===== config.mk =====
export PLATFORM = sky130hd
export DESIGN_NAME = rom_port_arbiter
export DESIGN_NICKNAME = d
export VERILOG_FILES = /design/src/rtl/rom_port_arbiter.sv
export SDC_FILE = /design/constraint.sdc
export NUM_CORES = 1
export LEC_CHECK = 0
export BUFFER_PORTS_ARGS = -buffer_cell sky130_fd_sc_hd__clkbuf_2
export CAP_MARGIN = 5
export CORE_MARGIN = 10
export CORE_UTILIZATION = 29
export CTS_BUF_LIST = sky130_fd_sc_hd__clkbuf_8
export DETAILED_ROUTE_END_ITERATION = 10
export HOLD_SLACK_MARGIN = 0.05
export PLACE_DENSITY_LB_ADDON = 0.3
export SETUP_SLACK_MARGIN = 0.3
export SYNTH_ARGS = -nofsm -noshare
export SYNTH_HDL_FRONTEND = slang
export SYNTH_SLANG_ARGS = --single-unit

===== constraint.sdc =====
create_clock -name clk -period 2.4 [get_ports clk]
set_input_delay 0.24 -clock clk [delete_from_list [all_inputs] [get_ports clk]]
set_output_delay 0.24 -clock clk [all_outputs]
set_load 0.1 [all_outputs]

===== src/rtl/rom_port_arbiter.sv =====
// Round-robin arbiter sharing one single-port RAM between two Avalon-MM masters.
// Optional statistics counters are enabled by defining ROM_ARB_STATS_EN.
module rom_port_arbiter #(
    parameter int ADDR_W     = 9,
    parameter int DATA_W     = 32,
    parameter int BE_W       = 4,
    parameter int MAX_CONSEC = 4
) (
    input  logic              clk,
    input  logic              reset,
    input  logic [ADDR_W-1:0] m0_address,
    input  logic [BE_W-1:0]   m0_byteenable,
    input  logic              m0_read,
    input  logic              m0_write,
    input  logic [DATA_W-1:0] m0_writedata,
    output logic [DATA_W-1:0] m0_readdata,
    output logic              m0_waitrequest,
    output logic              m0_readdatavalid,
    input  logic [ADDR_W-1:0] m1_address,
    input  logic [BE_W-1:0]   m1_byteenable,
    input  logic              m1_read,
    input  logic              m1_write,
    input  logic [DATA_W-1:0] m1_writedata,
    output logic [DATA_W-1:0] m1_readdata,
    output logic              m1_waitrequest,
    output logic              m1_readdatavalid,
    output logic [ADDR_W-1:0] ram_address,
    output logic [BE_W-1:0]   ram_byteenable,
    output logic              ram_chipselect,
    output logic              ram_write,
    output logic [DATA_W-1:0] ram_writedata,
    output logic              ram_debugaccess,
    output logic              ram_clken,
    output logic              ram_reset_req,
    input  logic [DATA_W-1:0] ram_readdata
`ifdef ROM_ARB_STATS_EN
    ,
    input  logic              stat_clear,
    output logic [15:0]       stat_conflicts,
    output logic [15:0]       stat_m1_stalls
`endif
);

    localparam logic [3:0] MAX_C = 4'(MAX_CONSEC);

    function automatic logic [3:0] sat_inc4(input logic [3:0] v);
        return (v == 4'hF) ? v : v + 4'd1;
    endfunction

    function automatic logic [15:0] sat_inc16(input logic [15:0] v);
        return (v == 16'hFFFF) ? v : v + 16'd1;
    endfunction

    logic              w_req0;
    logic              w_req1;
    logic              w_gnt_vld;
    logic              w_gnt_sel;
    logic              w_sel_wr;
    logic              w_sel_rd;
    logic              w_gnt_rd;
    logic [ADDR_W-1:0] w_sel_addr;
    logic [BE_W-1:0]   w_sel_be;
    logic [DATA_W-1:0] w_sel_wd;

    logic              r_last_grant;
    logic [3:0]        r_run_cnt;
    logic              r_vld_p1;
    logic              r_owner_p1;

    assign w_req0 = m0_read | m0_write;
    assign w_req1 = m1_read | m1_write;

    // Stage p0: arbitration. A run count of 0 means no run in progress, so a
    // tie then goes to the master that was not granted last.
    always_comb begin
        w_gnt_vld = 1'b0;
        w_gnt_sel = 1'b0;
        if (!reset) begin
            if (w_req0 && w_req1) begin
                w_gnt_vld = 1'b1;
                if ((r_run_cnt != 4'd0) && (r_run_cnt < MAX_C))
                    w_gnt_sel = r_last_grant;
                else
                    w_gnt_sel = ~r_last_grant;
            end else if (w_req0) begin
                w_gnt_vld = 1'b1;
                w_gnt_sel = 1'b0;
            end else if (w_req1) begin
                w_gnt_vld = 1'b1;
                w_gnt_sel = 1'b1;
            end
        end
    end

    assign w_sel_wr   = w_gnt_sel ? m1_write      : m0_write;
    assign w_sel_rd   = w_gnt_sel ? m1_read       : m0_read;
    assign w_sel_addr = w_gnt_sel ? m1_address    : m0_address;
    assign w_sel_be   = w_gnt_sel ? m1_byteenable : m0_byteenable;
    assign w_sel_wd   = w_gnt_sel ? m1_writedata  : m0_writedata;
    assign w_gnt_rd   = w_gnt_vld & ~w_sel_wr & w_sel_rd;

    assign m0_waitrequest = ~(w_gnt_vld & ~w_gnt_sel);
    assign m1_waitrequest = ~(w_gnt_vld &  w_gnt_sel);

    assign ram_chipselect  = w_gnt_vld;
    assign ram_write       = w_gnt_vld & w_sel_wr;
    assign ram_debugaccess = w_gnt_vld & w_sel_wr;
    assign ram_address     = w_gnt_vld ? w_sel_addr : '0;
    assign ram_byteenable  = w_gnt_vld ? w_sel_be   : '0;
    assign ram_writedata   = w_gnt_vld ? w_sel_wd   : '0;
    assign ram_clken       = 1'b1;
    assign ram_reset_req   = 1'b0;

    always_ff @(posedge clk) begin
        if (reset) begin
            r_last_grant <= 1'b1;
            r_run_cnt    <= 4'd0;
            r_vld_p1     <= 1'b0;
        end else begin
            r_vld_p1 <= w_gnt_rd;
            if (w_gnt_vld) begin
                r_last_grant <= w_gnt_sel;
                if ((w_gnt_sel == r_last_grant) && (r_run_cnt != 4'd0))
                    r_run_cnt <= sat_inc4(r_run_cnt);
                else
                    r_run_cnt <= 4'd1;
            end else begin
                r_run_cnt <= 4'd0;
            end
        end
    end

    always_ff @(posedge clk) begin
        if (w_gnt_rd)
            r_owner_p1 <= w_gnt_sel;
    end

    // Stage p1: RAM q is steered to the owner of the read issued last cycle.
    assign m0_readdatavalid = r_vld_p1 & ~r_owner_p1;
    assign m1_readdatavalid = r_vld_p1 &  r_owner_p1;
    assign m0_readdata      = m0_readdatavalid ? ram_readdata : '0;
    assign m1_readdata      = m1_readdatavalid ? ram_readdata : '0;

`ifdef ROM_ARB_STATS_EN
    logic [15:0] r_stat_conflicts;
    logic [15:0] r_stat_m1_stalls;

    always_ff @(posedge clk) begin
        if (reset || stat_clear) begin
            r_stat_conflicts <= 16'd0;
            r_stat_m1_stalls <= 16'd0;
        end else begin
            if (w_req0 && w_req1)
                r_stat_conflicts <= sat_inc16(r_stat_conflicts);
            if (w_req1 && !(w_gnt_vld && w_gnt_sel))
                r_stat_m1_stalls <= sat_inc16(r_stat_m1_stalls);
        end
    end

    assign stat_conflicts = r_stat_conflicts;
    assign stat_m1_stalls = r_stat_m1_stalls;
`endif

endmodule


Word level (Yosys, flattened, before mapping)
Cells that the tools add are included.
{ "op_classes": {"n_addsub": 1, "muxes": 20, "n_reduce_logical": 6, "order_cmp": 1, "n_eq_ne": 3, "n_bitwise": 17} }
{ "op_table": {"columns": ["cell", "count"], "rows": [
  ["32-bit two-way mux", 4],
  ["9-bit two-way mux", 2],
  ["1-bit two-way mux", 12],
  ["4-bit two-way mux", 2],
  ["1-bit NOT", 8],
  ["1-bit AND", 7],
  ["4-bit by 1-bit adder with 4-bit output, second input constant", 1],
  ["4-bit equality test, second input constant", 1],
  ["4-bit by 3-bit less-than comparator with 1-bit output, second input constant", 1],
  ["4-bit nonzero test", 1],
  ["1-bit logical AND", 3],
  ["3-bit OR reduction", 1],
  ["2-bit inequality test, second input constant", 1],
  ["1-bit OR", 2],
  ["2-bit OR reduction", 1],
  ["1-bit equality test", 1]
]} }
{ "word_totals": {"out_inout_bits": 118, "reg_bits": 7, "word_cells": 53, "in_bits": 128} }

Longest topological paths before layout
{ "depth": {"ltp_word": 9, "mapped_depth": 9, "ltp_nobuf": 7} }

Least setup slack after synthesis
Ideal clock, no wire load.
{ "synth_path": {"path_type": "reg2out", "from": "register r_run_cnt[0]", "to": "output ram_address[6]", "path_stages_with_launch": 9, "required_time_ns": 2.160, "n_path_buf": 1, "t_arrival_ns": 3.615, "slack_ns": -1.455, "cell_sequence": "dfxtp_1 inv_1 ha_1 nor4_4 o22ai_2 nand2_4 inv_4 clkbuf_2 o21ai_0"} }
{ "synth_between": {"elab_chain_cells": 7, "elab_cells_between_ends": 8, "cone_classes": "order compare (1); mux (5); reduce/logical (2)"} }
{ "synth_rtl": {"columns": ["element", "line_no", "rtl"], "rows": [
  ["start, declared", "66", "logic [3:0] r_run_cnt;"],
  ["start signal, assigned", "124", "r_run_cnt <= sat_inc4(r_run_cnt);"],
  ["4-bit by 3-bit less-than comparator with 1-bit output or 4-bit nonzero test (tied branches)", "81", "if ((r_run_cnt != 4'd0) && (r_run_cnt < MAX_C))"],
  ["1-bit logical AND (*)", "81", null],
  ["1-bit two-way mux (*)", "81", null],
  ["1-bit two-way mux (*)", "79", "if (w_req0 && w_req1) begin"],
  ["1-bit two-way mux (*)", "78", "if (!reset) begin"],
  ["9-bit two-way mux (*)", "97", "assign w_sel_addr = w_gnt_sel ? m1_address : m0_address;"],
  ["9-bit two-way mux (*)", "108", "assign ram_address = w_gnt_vld ? w_sel_addr : '0;"],
  ["end, declared", "27", "output logic [ADDR_W-1:0] ram_address,"]
]} }
Mark *: on every way between the ends. The rest lies on a longest branch, timed or not.

Worst setup path in the final report
{ "layout_path": {"from": "register r_run_cnt[0]", "to": "output ram_byteenable[0]"} }
{ "layout_between": {"elab_chain_cells": 7, "elab_cells_between_ends": 8, "cone_classes": "order compare (1); mux (5); reduce/logical (2)"} }
{ "layout_rtl": {"columns": ["element", "line_no", "rtl"], "rows": [
  ["4-bit by 3-bit less-than comparator with 1-bit output or 4-bit nonzero test (tied branches)", "81", null],
  ["1-bit logical AND (*)", "81", null],
  ["1-bit two-way mux (*)", "81", null],
  ["1-bit two-way mux (*)", "79", null],
  ["1-bit two-way mux (*)", "78", null],
  ["4-bit two-way mux (*)", "98", "assign w_sel_be = w_gnt_sel ? m1_byteenable : m0_byteenable;"],
  ["4-bit two-way mux (*)", "109", "assign ram_byteenable = w_gnt_vld ? w_sel_be : '0;"],
  ["end, declared", "28", "output logic [BE_W-1:0] ram_byteenable,"]
]} }
Marked as above.

==> results.json <==
{
  "start_util_pct": 30.5,
  "io_pins": 246,
  "ys_seq_area_share_pct": 8.17,
  "slew_viol_final": 0,
  "cts_sinks": 7,
  "rows": 28,
  "required_ps": 2160,
  "hold_slack_ps": 325,
  "grt_pass1_wl_um": 21100,
  "drive_above_1_share_pct": 71.0,
  "cts_root_buffer": "clkbuf_8",
  "hold_violations": 0,
  "diodes": 0,
  "outcome": "finished with violations",
  "clk_latency_ps": 230,
  "synth-seq-cells": 7,
  "grt-busiest-layer": "met2",
  "async_reset_ff_share_pct": 0,
  "fin_crit_sh_pct": 100,
  "dieArea_sq_mm": 0.00992,
  "syn-num-nets": 418,
  "dieHeight_um": 99.6,
  "synthToLayoutAreaGrowth_pct": 191,
  "wire_per_inst_um": 25.1,
  "fp.dieW_um": 99.6,
  "vias": 3399,
  "num-fill-cells": 268,
  "vias_per_cell": 5.61,
  "drc": 0,
  "rsz0062_at_grt": "true",
  "htree_num_levels": 1,
  "grt_use_met1_pct": 24.5,
  "overflow": 0,
  "synthDistinctLibCells": 38,
  "fin_ws_ps": -4.71,
  "synth_flop_cell": "dfxtp_1",
  "fmax_mhz": 416,
  "cts.clk_slew.worst_paths_ps": 50,
  "synthTopCellsByCount": "nand2_1 (50), nand3_1 (47), and2_1 (34)",
  "powerDensity_mw_per_mm2": 519,
  "synth_edf_count": 1,
  "synth_top_area_cell": "o21ai_2",
  "synth_area_sq_mm": 0.00184,
  "worst_pin_slew_ps": 564,
  "routed_wl_um": 15200,
  "violations": "setup timing",
  "cts_tree": "done",
  "finalCriticalPeriod_ps": 2400,
  "yosysMostFrequentCell": "nand2_1",
  "yosysTopAreaCellShare_pct": 13.8,
  "path_max_fanout": 11,
  "total_power_mw": 2.77,
  "regToRegSetupSlack_ps": 360,
  "nets": 662,
  "portBuffers": 243,
  "yosysWarningCount": 0,
  "cts_buffers": 3,
  "leakage_nw": 2.52,
  "min-delay-path-class": "in2reg",
  "coreArea_sq_mm": 0.00603,
  "critPathLaunchType": "flip-flop",
  "antenna_found_initial": 0,
  "end_kind": "primary output",
  "cp_data_arrival_time_ps": 2160,
  "post-dp-hpwl_um": 10600,
  "fin_skew_ps": 6.72,
  "grt_start_max_net_pins": 50,
  "ant_nets": 0,
  "track_usage_pct": 26.3,
  "max_cap_viol_count": 0,
  "final_util_pct": 88.6,
  "setup_viol": 1,
  "synthTopCellsByArea": "o21ai_2 (14%), nand3_1 (13%), and2_1 (12%)",
  "drt_pre_antenna_iters": 4,
  "drt_iter0_drc": 145,
  "multi_input_area_sq_mm": 0.00215,
  "grt_pass1_vias": 3555,
  "slew_headroom_pct": 62.6,
  "use_met3_pct": 9.76,
  "met2_usage_pct": 49.6,
  "critical_path_class": "reg2out",
  "gp_congestion": 0.826,
  "regArea_sq_um": 155,
  "syn_area_per_cell_sq_um": 6.38,
  "irDropWorstVdd_mv": 0.398,
  "cts_max_path_buffers": 2,
  "synthCells": 288
}
cells by family after synthesis:
family | Yosys count | share of synthesized area (%)
AO/OA/AOI/OAI | 58 | 23.5
XOR/XNOR | 1 | 0.477
adder cells (fa/ha/maj) | 2 | 1.36
buffers and inverters | 37 | 13.8
flip-flops | 7 | 8.17
multiplexers | 2 | 1.09
other | 2 | 0.409
AND/OR/NAND/NOR | 179 | 51.2
state kept, by name (all words and copies together) (netlist names):
register	cells
r_last_grant	1
r_vld_p1	1
r_run_cnt	4
r_owner_p1	1
layer usage:
metal / up-vias / part of all wire (%)
met5: - / 0
met4: 0 / 5.0
met3: 55 / 12
met2: 266 / 53
met1: 1599 / 30
li1: 1479 / -
repair_timing:
item                       in CTS  in global routing
pin swaps                       4                  5
buffers inserted               10                  0
hold buffers                    0                  0
gates cloned                    1                  1
resized for setup              47                 20
setup endpoints to repair      47                 52
metrics by stage:
step           setup slack (ps)  setup TNS [ps]  std cells  area [sq um]
2_1_floorplan              40.0               0        288          2310
3_3_place_gp                242               0        590          4820
3_5_place_dp                129               0        590          4820
4_1_cts                    83.6               0        605          5210
5_1_grt                   -44.9            -584        606          5340
6_report                  -4.71           -4.71        606          5340
power breakdown:
| part | switching (mW) | internal [mW] | total, mW |
|---|---|---|---|
| sequential | 0.0141 | 0.127 | 0.142 |
| combinational | 1.63 | 0.834 | 2.46 |
| clock | 0.0581 | 0.111 | 0.169 |
worst paths after layout:
check,start,endpoint,cells past startpoint
worst min-delay path,m1_write,r_vld_p1,2
worst max register to register,r_run_cnt[0],r_owner_p1,8
worst max-delay path,r_run_cnt[0],ram_byteenable[0],10
worst min register to register,r_run_cnt[1],r_run_cnt[1],3
cell type report:
type | instances | area share (%)
sequential | 7 | 2.90
tap | 75 | 1.76
clock inverter | 1 | 0.0703
inverter | 4 | 0.562
clock buffer | 3 | 0.773
timing repair buffer | 272 | 53.6
multi-input combinational | 244 | 40.3
placed cells by master, fill, tap and decap left out, types with 2 or more instances in the layout:
cell and count:
nor2_4 2, buf_12 90, nand3_1 12, nor2_1 5, dfxtp_1 4, buf_2 3
inv_1 2, and3_1 32, o21ai_0 3, nand2_1 49, clkbuf_2 157, buf_8 2
and2_1 25, o21ai_4 45, clkbuf_8 3, buf_16 2, buf_4 16, nand3_4 11
nand3_2 24, and2_2 9, o2111ai_1 2, conb_1 2, nor3_1 4, mux2i_1 2
worst max-delay path: stages (launching register included):
cell and delay [ps]:
dfxtp_4 360, inv_4 40, ha_4 150, o31a_1 330, o22ai_4 200, buf_12 140, buf_12 130, buf_12 150
nand3_2 130, o21ai_4 120, buf_12 190
(Power assumes the default switching activity.)
